### src/rtl/pipe_alu_pkg.sv
// Shared operation encodings for the pipelined ALU.
package pipe_alu_pkg;

  localparam logic [1:0] OP_PASS_A = 2'd0;
  localparam logic [1:0] OP_PASS_B = 2'd1;
  localparam logic [1:0] OP_ADD    = 2'd2;
  localparam logic [1:0] OP_ACC    = 2'd3;

endpackage

### src/rtl/pipe_alu_core.sv
// Combinational datapath: selects or adds operands and flags carry and zero.
module pipe_alu_core
  import pipe_alu_pkg::*;
#(
  parameter int WIDTH = 8
) (
  input  logic [WIDTH-1:0] a,
  input  logic [WIDTH-1:0] b,
  input  logic [1:0]       op,
  input  logic [WIDTH-1:0] base,
  output logic [WIDTH-1:0] result,
  output logic             carry,
  output logic             zero
);

  logic [WIDTH:0] sum;

  // The extra top bit stays 0 for the pass operations, so carry is 0 there.
  always_comb begin
    sum = '0;
    case (op)
      OP_PASS_A: sum = {1'b0, a};
      OP_PASS_B: sum = {1'b0, b};
      OP_ADD:    sum = {1'b0, a} + {1'b0, b};
      default:   sum = {1'b0, base} + {1'b0, a};
    endcase
  end

  assign result = sum[WIDTH-1:0];
  assign carry  = sum[WIDTH];
  assign zero   = (sum[WIDTH-1:0] == '0);

endmodule

### src/rtl/pipe_alu.sv
// Two-stage pipelined ALU with valid/ready handshakes and a persistent accumulator.
module pipe_alu
  import pipe_alu_pkg::*;
#(
  parameter int WIDTH = 8
) (
  input  logic             clk,
  input  logic             rst,
  input  logic             in_valid,
  output logic             in_ready,
  input  logic [WIDTH-1:0] a,
  input  logic [WIDTH-1:0] b,
  input  logic [1:0]       op,
  input  logic             acc_clr,
  output logic             out_valid,
  input  logic             out_ready,
  output logic [WIDTH-1:0] izlaz,
  output logic             carry,
  output logic             zero
);

  logic             en;
  logic             s1_valid_reg;
  logic [WIDTH-1:0] s1_a_reg;
  logic [WIDTH-1:0] s1_b_reg;
  logic [1:0]       s1_op_reg;
  logic             out_valid_reg;
  logic [WIDTH-1:0] izlaz_reg;
  logic             carry_reg;
  logic             zero_reg;
  logic [WIDTH-1:0] acc_reg;
  logic [WIDTH-1:0] base;
  logic [WIDTH-1:0] core_result;
  logic             core_carry;
  logic             core_zero;
  logic             acc_commit;

  assign en         = !out_valid_reg || out_ready;
  assign in_ready   = en;
  // A clear in the same cycle as an accumulate makes the sum start from zero.
  assign base       = acc_clr ? '0 : acc_reg;
  assign acc_commit = en && s1_valid_reg && (s1_op_reg == OP_ACC);

  pipe_alu_core #(.WIDTH(WIDTH)) u_core (
    .a      (s1_a_reg),
    .b      (s1_b_reg),
    .op     (s1_op_reg),
    .base   (base),
    .result (core_result),
    .carry  (core_carry),
    .zero   (core_zero)
  );

  always_ff @(posedge clk) begin
    if (rst) begin
      s1_valid_reg  <= 1'b0;
      s1_a_reg      <= '0;
      s1_b_reg      <= '0;
      s1_op_reg     <= OP_PASS_A;
      out_valid_reg <= 1'b0;
      izlaz_reg     <= '0;
      carry_reg     <= 1'b0;
      zero_reg      <= 1'b1;
      acc_reg       <= '0;
    end else begin
      if (en) begin
        s1_valid_reg  <= in_valid;
        s1_a_reg      <= a;
        s1_b_reg      <= b;
        s1_op_reg     <= op;
        out_valid_reg <= s1_valid_reg;
        // Bubbles leave the last result untouched on the outputs.
        if (s1_valid_reg) begin
          izlaz_reg <= core_result;
          carry_reg <= core_carry;
          zero_reg  <= core_zero;
        end
      end
      if (acc_commit) begin
        acc_reg <= core_result;
      end else if (acc_clr) begin
        acc_reg <= '0;
      end
    end
  end

  assign out_valid = out_valid_reg;
  assign izlaz     = izlaz_reg;
  assign carry     = carry_reg;
  assign zero      = zero_reg;

endmodule

### config.mk
export PLATFORM = sky130hd
export DESIGN_NAME = pipe_alu
export DESIGN_NICKNAME = d
export VERILOG_FILES = /design/src/rtl/pipe_alu_pkg.sv /design/src/rtl/pipe_alu_core.sv /design/src/rtl/pipe_alu.sv
export SDC_FILE = /design/constraint.sdc
export NUM_CORES = 1
export LEC_CHECK = 0
export ABC_AREA = 1
export CORE_ASPECT_RATIO = 1.25
export CORE_MARGIN = 2
export CORE_UTILIZATION = 27
export DETAILED_ROUTE_END_ITERATION = 8
export GPL_TIMING_DRIVEN = 0
export PLACE_DENSITY_LB_ADDON = 0.3
export SLEW_MARGIN = 25
export SYNTH_ARGS = -nofsm -noshare
export SYNTH_HDL_FRONTEND = slang
export SYNTH_SLANG_ARGS = --single-unit
### constraint.sdc
create_clock -name clk -period 3.4 [get_ports clk]
set_clock_uncertainty 0.2 [all_clocks]
set_input_delay 0.68 -clock clk [delete_from_list [all_inputs] [get_ports clk]]
set_output_delay 0.68 -clock clk [all_outputs]
set_load 0.005 [all_outputs]
==> impl_metrics.ini, run 1 <==
[synth]
synth_nets = 338
synth_cells = 304
seq_area_frac_synth = 0.372
synth_common_cells = nand2_1, inv_1, dfxtp_1
synth.most_common_cell = nand2_1
ys.flop_type = dfxtp_1
synth_area_um2 = 2040
yosysUniqueCellTypes = 22
postSynthAreaPerCell_um2 = 6.72
synth_seq_cells = 38
synthTopCellsByArea = dfxtp_1, nand2_1, a21oi_1
synthArstFlopShare = 0
synth_top_area_cell = dfxtp_1
yosys_warnings = 0
synth_top_area_share = 0.372
synth-edff-count = 0

[route]
drc = 0
avgRoutedWirePerCell_um = 12.5
dr.pass1.iters = 4
drtAntennaViolNets = 0
vias_per_cell = 4.63
num_vias = 2022
drt_iter0_markers = 115
drt_wl_total_um = 5450

[sta]
drv_slew = 0
clock.fmax_ghz = 0.320
fin_ws_ns = 0.274
fin_crit_sh = 0.919
worst_slew_pin_slew_ns = 0.531
fin_tns_setup_ns = 0
finalSetupViolCount = 0
hold_viol = 0
fin_crit_ns = 3.13
max-slew-margin-rel = 0.646
rsz0062_at_grt = false

[setup_path]
critical-path-max-stage-delay_ns = 0.42
cp_common_cell = nand2_1
r2r_setup_slack_ns = 0.27
r2r_start = s1_op_reg[1]$_SDFFE_PP0N_
start_kind = flip-flop
required_ns = 3.39
critPathKind = reg2reg
critPathArrivalTime_ns = 3.12
reg2reg_depth = 17
end_kind = flip-flop
crit_chain = buf_2, nand2_2, buf_2, a21oi_1, ha_1, inv_1, fa_1, inv_1, nand3_1, nand2_1, nand2_1, nand2_1, nand2_1, nand3_1, nand2_1, o21ai_0, inv_1
r2r_end = izlaz[6]$_SDFFE_PP0P_
crit_fanout = 10
slowest_stage = dfxtp_1

[grt]
grt_pass1_vias = 1951
grt_max_degree = 12
antenna_found_initial = 0
grt-ovfl-total = 0
groute.usage.overall = 0.143
grt_pass1_wl_um = 9000

[power]
irDropWorstVdd_mv = 0.165
clkPwrFrac = 0.361
p_switching_mw = 0.305
pwr-share-seq = 0.442
internal-power_mw = 0.802
p_leak_nw = 1.22
p_per_area_nw_per_um2 = 424
comb_power_share = 0.197
switching_share = 0.276

[min_path]
hold_end = carry$_SDFFE_PP0P_
hold-path-cell-count = 2
worstHoldPathType = reg2reg
min-delay-start = carry$_SDFFE_PP0P_

[floorplanning]
core.rowCount = 35
core-area_um2 = 7360
initial_utilization = 0.278
die_w_um = 81.8
design.die.area_um2 = 8280
die_h_um = 101
io_pins = 35

[cts]
clock_latency_ns = 0.29
clock-sinks = 38
clock_path_buffers = 2
clockRootBuffer = clkbuf_8
cts.clk_slew.worst_paths_ns = 0.07
cts-hold-fix-buffers = 0
post-cts-setup-buffers = 0
cts_buffers = 5
htree_levels = 2
cts_tree = done

[placed_design]
gp_congestion = 0.803
portBuffers = 34
dp_worst_setup_slack_ns = 0.0402
dp.cells = 430
dp_hpwl_um = 4140
placed_cell_area_um2 = 2500

[final_layout]
layout-drive-gt1-share = 0.0638
syn_to_final_growth_pct = 27.9
filler_cell_count = 807
fin_cells = 437
final_cell_area_um2 = 2610
final_nets = 379
antenna_cells = 0

[flow_run]
max_cap_violations = 0

[outcome]
status = completed
-- critical path: cells and delay by family, from the launching register on --
| family | cells | cell delay (ns) |
|---|---|---|
| AND/OR/NAND/NOR | 8 | 0.77 |
| buffers and inverters | 5 | 0.75 |
| AO/OA/AOI/OAI | 2 | 0.31 |
| adder cells (fa/ha/maj) | 2 | 0.57 |
| flip-flops | 1 | 0.42 |
-- timing repair --
action	in CTS	in global routing
hold endpoints to repair	0	0
gates resized for setup	0	1
setup endpoints to repair	0	3
-- layout by cell type (no fill, tap or decap) --
cell             count
clkdlybuf4s50_1     34
inv_2                6
clkbuf_8             6
o22ai_1              5
o31ai_1              1
nand2_2              1
nor2_2               1
fa_1                 1
o21ai_1              8
inv_1               46
nand2_1             50
nand3_1             18
nand4_1              1
a21oi_1             37
buf_2                4
nor2_4               2
clkbuf_1             6
clkinv_1             1
nor2_1              36
o21ai_0             25
ha_1                10
nand3b_1             3
nand3_2              1
o211ai_1             3
bufinv_16            1
dfxtp_1             38
-- area by class of cell --
class	instances	area, um2	share of cell area
buffer	10	42.5	0.0163
tap	92	115	0.0440
multi-input combinational	203	1040	0.399
clock buffer	6	82.6	0.0316
timing repair buffer	34	340	0.130
sequential	38	761	0.291
clock inverter	1	30.0	0.0115
inverter	53	199	0.0761
-- through the flow --
| step | hold slack [ns] | utilization | power (mW) |
|---|---|---|---|
| after floorplan | 0.239 | - | 0.629 |
| after global placement | 0.252 | 0.340 | 0.715 |
| after detailed placement | 0.259 | 0.340 | 0.719 |
| after CTS | 0.272 | 0.355 | 1.12 |
| after global routing | 0.306 | 0.355 | 1.17 |
| final | 0.270 | 0.355 | 1.11 |
-- power groups by stage --
stage               Combinational [mW]  Sequential (mW)  Clock [mW]
global placement                 0.216            0.499           0
CTS                              0.219            0.490       0.411
detailed placement               0.218            0.501           0
finish                           0.218            0.489       0.399
global route                     0.249            0.493       0.428
floorplan                        0.132            0.497           0
-- metal layers --
metal  wire length [um]  vias to the layer above  GRT usage
li1                   -                     1056          -
met3                187                        8     0.0294
met4                144                        0     0.0679
met5                  0                        -          0
met2               2650                       42      0.236
met1               2470                      916      0.176
-- worst max path at each step --
| stage | start | to | slack, ns | depth (start not counted) |
|---|---|---|---|---|
| 2_1_floorplan | s1_op_reg[1]$_SDFFE_PP0N_ | izlaz[6]$_SDFFE_PP0P_ | 0.79 | 17 |
| 3_3_place_gp | acc_clr | izlaz[6]$_SDFFE_PP0P_ | 0.06 | 17 |
| 3_5_place_dp | acc_clr | izlaz[6]$_SDFFE_PP0P_ | 0.04 | 17 |
| 4_1_cts | s1_op_reg[1]$_SDFFE_PP0N_ | izlaz[6]$_SDFFE_PP0P_ | 0.19 | 17 |
| 5_1_grt | s1_op_reg[1]$_SDFFE_PP0N_ | izlaz[6]$_SDFFE_PP0P_ | 0.01 | 17 |
| 6_report | s1_op_reg[1]$_SDFFE_PP0N_ | izlaz[6]$_SDFFE_PP0P_ | 0.27 | 17 |
-- cells by family after synthesis --
kind of cell,synth area share
AND/OR/NAND/NOR,0.237
flip-flops,0.372
AO/OA/AOI/OAI,0.201
adder cells (fa/ha/maj),0.0710
buffers and inverters,0.118
(Power assumes the default switching activity.)
==> run 2, diff against run 1 <==
CORE_UTILIZATION = 45   (was 27)
CTS_CLUSTER_SIZE = 8   (was unset)
==> run 2 against run 1 <==
Non-clock buffer count stayed put; global-route usage is 6.7 points higher; clock power is 20% higher.
==> impl_metrics.ini, run 2 (same netlist as run 1, synthesis figures left out) <==
[outcome]
status = completed

[power]
irDropWorstVdd_mv = 0.371
p_per_area_nw_per_um2 = 456
power.total_mw = 1.19
p_leak_nw = 1.23

[floorplanning]
io_pins = 35
core.rowCount = 27
core-area_um2 = 4390
die_w_um = 64.3
initial_utilization = 0.465
design.die.area_um2 = 5100
die_h_um = 79.3

[sta]
fin_ws_ns = 0.317
clock.fmax_ghz = 0.324
max-slew-margin-rel = 0.638
finalSetupViolCount = 0
drv_slew = 0
worst_slew_pin_slew_ns = 0.543
fin_tns_setup_ns = 0
fin_crit_ns = 3.08
hold_viol = 0
fin_crit_sh = 0.907
rsz0062_at_grt = false
hold_ws_ns = 0.274

[route]
drt_wl_total_um = 5090
vias_per_cell = 5.04
avgRoutedWirePerCell_um = 12.6
dr.pass1.iters = 5
drtAntennaViolNets = 0
num_vias = 2038
drt_iter0_markers = 104
drc = 0

[setup_path]
end_kind = flip-flop
required_ns = 3.40
critPathArrivalTime_ns = 3.08
crit_fanout = 10
start_kind = flip-flop
critPathKind = reg2reg
reg2reg_depth = 17

[cts]
cts_resized = 0
cts-hold-fix-buffers = 0
htree_levels = 2
clockRootBuffer = clkbuf_8
cts_tree = done
clock-sinks = 38
clock_latency_ns = 0.30
cts_buffers = 5
post-cts-setup-buffers = 0
clock_path_buffers = 2
cts.clk_slew.worst_paths_ns = 0.08

[final_layout]
antenna_cells = 0
layout-drive-gt1-share = 0.0665
fin_cells = 404
final_cell_mix = nand2_1, inv_1, dfxtp_1, a21oi_1, nor2_1
final_nets = 379
filler_cell_count = 440
syn_to_final_growth_pct = 27.3
final_common_cell = nand2_1

[placed_design]
dp.cells = 396
portBuffers = 34
dp_worst_setup_slack_ns = 0.0379
dp_hpwl_um = 3750
gp_congestion = 0.923

[min_path]
worstHoldPathType = reg2reg
hold-path-cell-count = 2

[grt]
grt_pass1_vias = 1838
grt_pass1_wl_um = 8260
groute.usage.overall = 0.210
grt_max_degree = 13
antenna_found_initial = 0
grt-ovfl-total = 0

[flow_run]
max_cap_violations = 0
[run 2: changes by cell type in the layout (fill, tap and decap cells not counted), sizes merged]
cell	previous run	this run
bufinv	1	2
[run 2: worst paths after layout]
kind                             startpoint                  endpoint  slack, ns
setup / recovery  s1_op_reg[1]$_SDFFE_PP0N_     izlaz[6]$_SDFFE_PP0P_       0.32
hold / removal     s1_b_reg[7]$_SDFFE_PP0N_  s1_b_reg[7]$_SDFFE_PP0N_       0.27
setup reg to reg  s1_op_reg[1]$_SDFFE_PP0N_     izlaz[6]$_SDFFE_PP0P_       0.32
hold reg to reg    s1_b_reg[7]$_SDFFE_PP0N_  s1_b_reg[7]$_SDFFE_PP0N_       0.27
[run 2: stage by stage]
stage	util	cell area (um2)
finish	0.592	2600
global route	0.592	2600
CTS	0.592	2600
detailed placement	0.559	2460
global placement	0.559	2460
floorplan	-	2040
[run 2: cell type report]
class / count / area, um2 / share of cell area
Tap cell: 58 / 72.6 / 0.0279
Clock inverter: 2 / 60.1 / 0.0231
Buffer: 10 / 42.5 / 0.0164
Multi-Input combinational cell: 203 / 1040 / 0.401
Sequential cell: 38 / 761 / 0.292
Inverter: 53 / 199 / 0.0765
Clock buffer: 6 / 82.6 / 0.0317
Timing Repair Buffer: 34 / 340 / 0.131
[run 2: worst max-delay path, stage by stage, from the launching register on]
cell and delay, ns:
dfxtp_1 0.41, buf_2 0.28, nand2_2 0.18, buf_2 0.23
a21oi_1 0.15, ha_1 0.21, inv_1 0.06, fa_1 0.36
inv_1 0.10, nand3_1 0.10, nand2_1 0.14, nand2_1 0.08
nand2_1 0.06, nand2_1 0.05, nand3_1 0.06, nand2_1 0.09
o21ai_0 0.15, inv_1 0.05
[run 2: where the power goes]
group / internal (mW) / leakage, nW / switching (mW)
sequential: 0.472 / 0.313 / 0.0172
combinational: 0.0946 / 0.848 / 0.122
clock: 0.313 / 0.0714 / 0.167
total: 0.880 / 1.23 / 0.306
[run 2: routing by layer]
| metal | vias up | share of wire | global-route usage |
|---|---|---|---|
| met4 | 0 | 0.036 | 0.111 |
| met3 | 15 | 0.047 | 0.0354 |
| met5 | - | 0 | 0 |
| li1 | 1064 | - | - |
| met2 | 51 | 0.49 | 0.348 |
| met1 | 908 | 0.43 | 0.258 |
==> run 3, diff against run 2 <==
ABC_AREA = 0   (was 1)
CORE_UTILIZATION = 50   (was 45)
==> run 3 against run 2 <==
Synthesized cell count fell by 14%; combinational power is 24% lower; wire length fell by 2.2%; critical path depth shrank 5; core utilization rose by 4.8 points; critical path type unchanged; critical endpoint is now zero$_SDFFE_PP1P_.
==> impl_metrics.ini, run 3 <==
[route]
drc = 0
num_vias = 1929
drtAntennaViolNets = 0
dr.pass1.iters = 4
drt_iter0_markers = 80
vias_per_cell = 5.37
avgRoutedWirePerCell_um = 13.9
drt_wl_total_um = 4980

[synth]
synth_top_area_share = 0.369
ys.flop_type = dfxtp_1
synth_seq_cells = 38
synth-edff-count = 0
synth.most_common_cell = nand2_1
synth_area_um2 = 2060
synthArstFlopShare = 0
synth_common_cells = nand2_1, dfxtp_1, a21oi_1
yosysUniqueCellTypes = 43
synth_cells = 262
postSynthAreaPerCell_um2 = 7.87
synthTopCellsByArea = dfxtp_1, nand2_1, a21oi_1
synth_top_area_cell = dfxtp_1
synth_nets = 296
seq_area_frac_synth = 0.369
yosys_warnings = 0

[floorplanning]
design.die.area_um2 = 4660
initial_utilization = 0.511
die_w_um = 61.4
io_pins = 35
core-area_um2 = 4030
die_h_um = 75.8
core.rowCount = 26

[final_layout]
syn_to_final_growth_pct = 25.2
final_cell_area_um2 = 2580
layout-drive-gt1-share = 0.0858
fin_cells = 359
filler_cell_count = 402
final_common_cell = nand2_1
antenna_cells = 0
final_cell_mix = nand2_1, dfxtp_1, clkdlybuf4s50_1, a21oi_1
fin_util = 0.640
final_nets = 336

[sta]
rsz0062_at_grt = false
max-slew-margin-rel = 0.610
fin_crit_sh = 0.931
clock.fmax_ghz = 0.316
drv_slew = 0
finalSetupViolCount = 0
fin_crit_ns = 3.17
fin_tns_setup_ns = 0
hold_viol = 0
worst_slew_pin_slew_ns = 0.584

[power]
irDropWorstVdd_mv = 0.306
p_leak_nw = 1.02
p_per_area_nw_per_um2 = 376

[flow_run]
max_cap_violations = 0

[cts]
clockRootBuffer = clkbuf_8
cts-hold-fix-buffers = 0
clock-sinks = 38
clock_path_buffers = 2
cts_buffers = 5
htree_levels = 2
clock_latency_ns = 0.29
cts.clk_slew.worst_paths_ns = 0.08
cts_tree = done

[min_path]
hold-path-cell-count = 2
worstHoldPathType = reg2reg

[placed_design]
dp.cells = 351
dp_hpwl_um = 3790
portBuffers = 33
gp_congestion = 0.941
placed_cell_area_um2 = 2460

[grt]
antenna_found_initial = 0
grt_pass1_vias = 1713
groute.usage.overall = 0.240
grt-ovfl-total = 0
grt_max_degree = 13
grt_pass1_wl_um = 8300

[setup_path]
start_kind = flip-flop
crit_fanout = 10
critPathKind = reg2reg
end_kind = flip-flop
required_ns = 3.41
critPathArrivalTime_ns = 3.18
reg2reg_depth = 12

[outcome]
status = completed
[run 3: layout make-up]
type                    instances  area [um2]  share of cell area
clock inverters                 2        12.5             0.00485
repair buffers                 33         333               0.129
flip-flops and latches         38         761               0.295
well taps                      56        70.1              0.0271
multi-input cells             201        1220               0.474
inverters                       7        26.3              0.0102
plain buffers                  16        72.6              0.0281
clock buffers                   6        82.6              0.0320
[run 3: worst max-delay path, cell delays in order (launching register included)]
cell,delay (ns)
dfxtp_1,0.33
buf_2,0.22
inv_1,0.17
nor2_2,0.22
mux2_2,0.18
ha_1,0.21
inv_1,0.08
fa_1,0.41
nand3b_1,0.20
and3_1,0.19
o31ai_2,0.35
nand4_1,0.14
o31ai_1,0.19
[run 3: per-stage QoR]
step           total power [mW]  hold WS [ns]  setup slack [ns]
2_1_floorplan             0.583         0.241             0.533
3_3_place_gp              0.648         0.242            -0.387
3_5_place_dp              0.651         0.248            -0.396
4_1_cts                   0.975         0.259            0.0260
5_1_grt                    1.02         0.270           0.00203
6_report                  0.972         0.255             0.234
[run 3: logic make-up (layout without fill, tap and decap cells)]
logic type	after synthesis	after routing	synth area share
buffers and inverters	23	64	0.0461
DFF	38	38	0.369
and+or+nand+nor	112	112	0.249
xor gates and xnor gates	1	1	0.00425
adders and majority gates	11	11	0.0704
AOI/OAI and AO/OA	65	65	0.200
muxes	12	12	0.0607
[run 3: where the power goes]
part | total (mW) | internal [mW] | switching (mW)
clock network | 0.326 | 0.163 | 0.163
logic | 0.164 | 0.0795 | 0.0848
registers | 0.481 | 0.466 | 0.0151
[run 3: path summary, 6_finish.rpt]
path	startpoint	to	slack [ns]
hold reg to reg	izlaz[2]$_SDFFE_PP0P_	izlaz[2]$_SDFFE_PP0P_	0.26
setup reg to reg	s1_op_reg[1]$_SDFFE_PP0N_	zero$_SDFFE_PP1P_	0.23
setup / recovery	s1_op_reg[1]$_SDFFE_PP0N_	zero$_SDFFE_PP1P_	0.23
hold / removal	izlaz[2]$_SDFFE_PP0P_	izlaz[2]$_SDFFE_PP0P_	0.26
[run 3: repair_timing]
item / CTS / global route
resized for setup: 2 / 7
endpoints found under the setup margin: 4 / 7
pin swaps: 0 / 0
setup buffers: 0 / 0
[run 3: metal layers]
metal  wire [um]  vias to the layer above  global-route usage  part of all wire
li1            -                      981                   -                 -
met5           0                        -                   0                 0
met1        2190                      900               0.307              0.44
met3         186                        8              0.0306             0.037
met4          84                        0              0.0922             0.017
met2        2520                       40               0.409              0.51
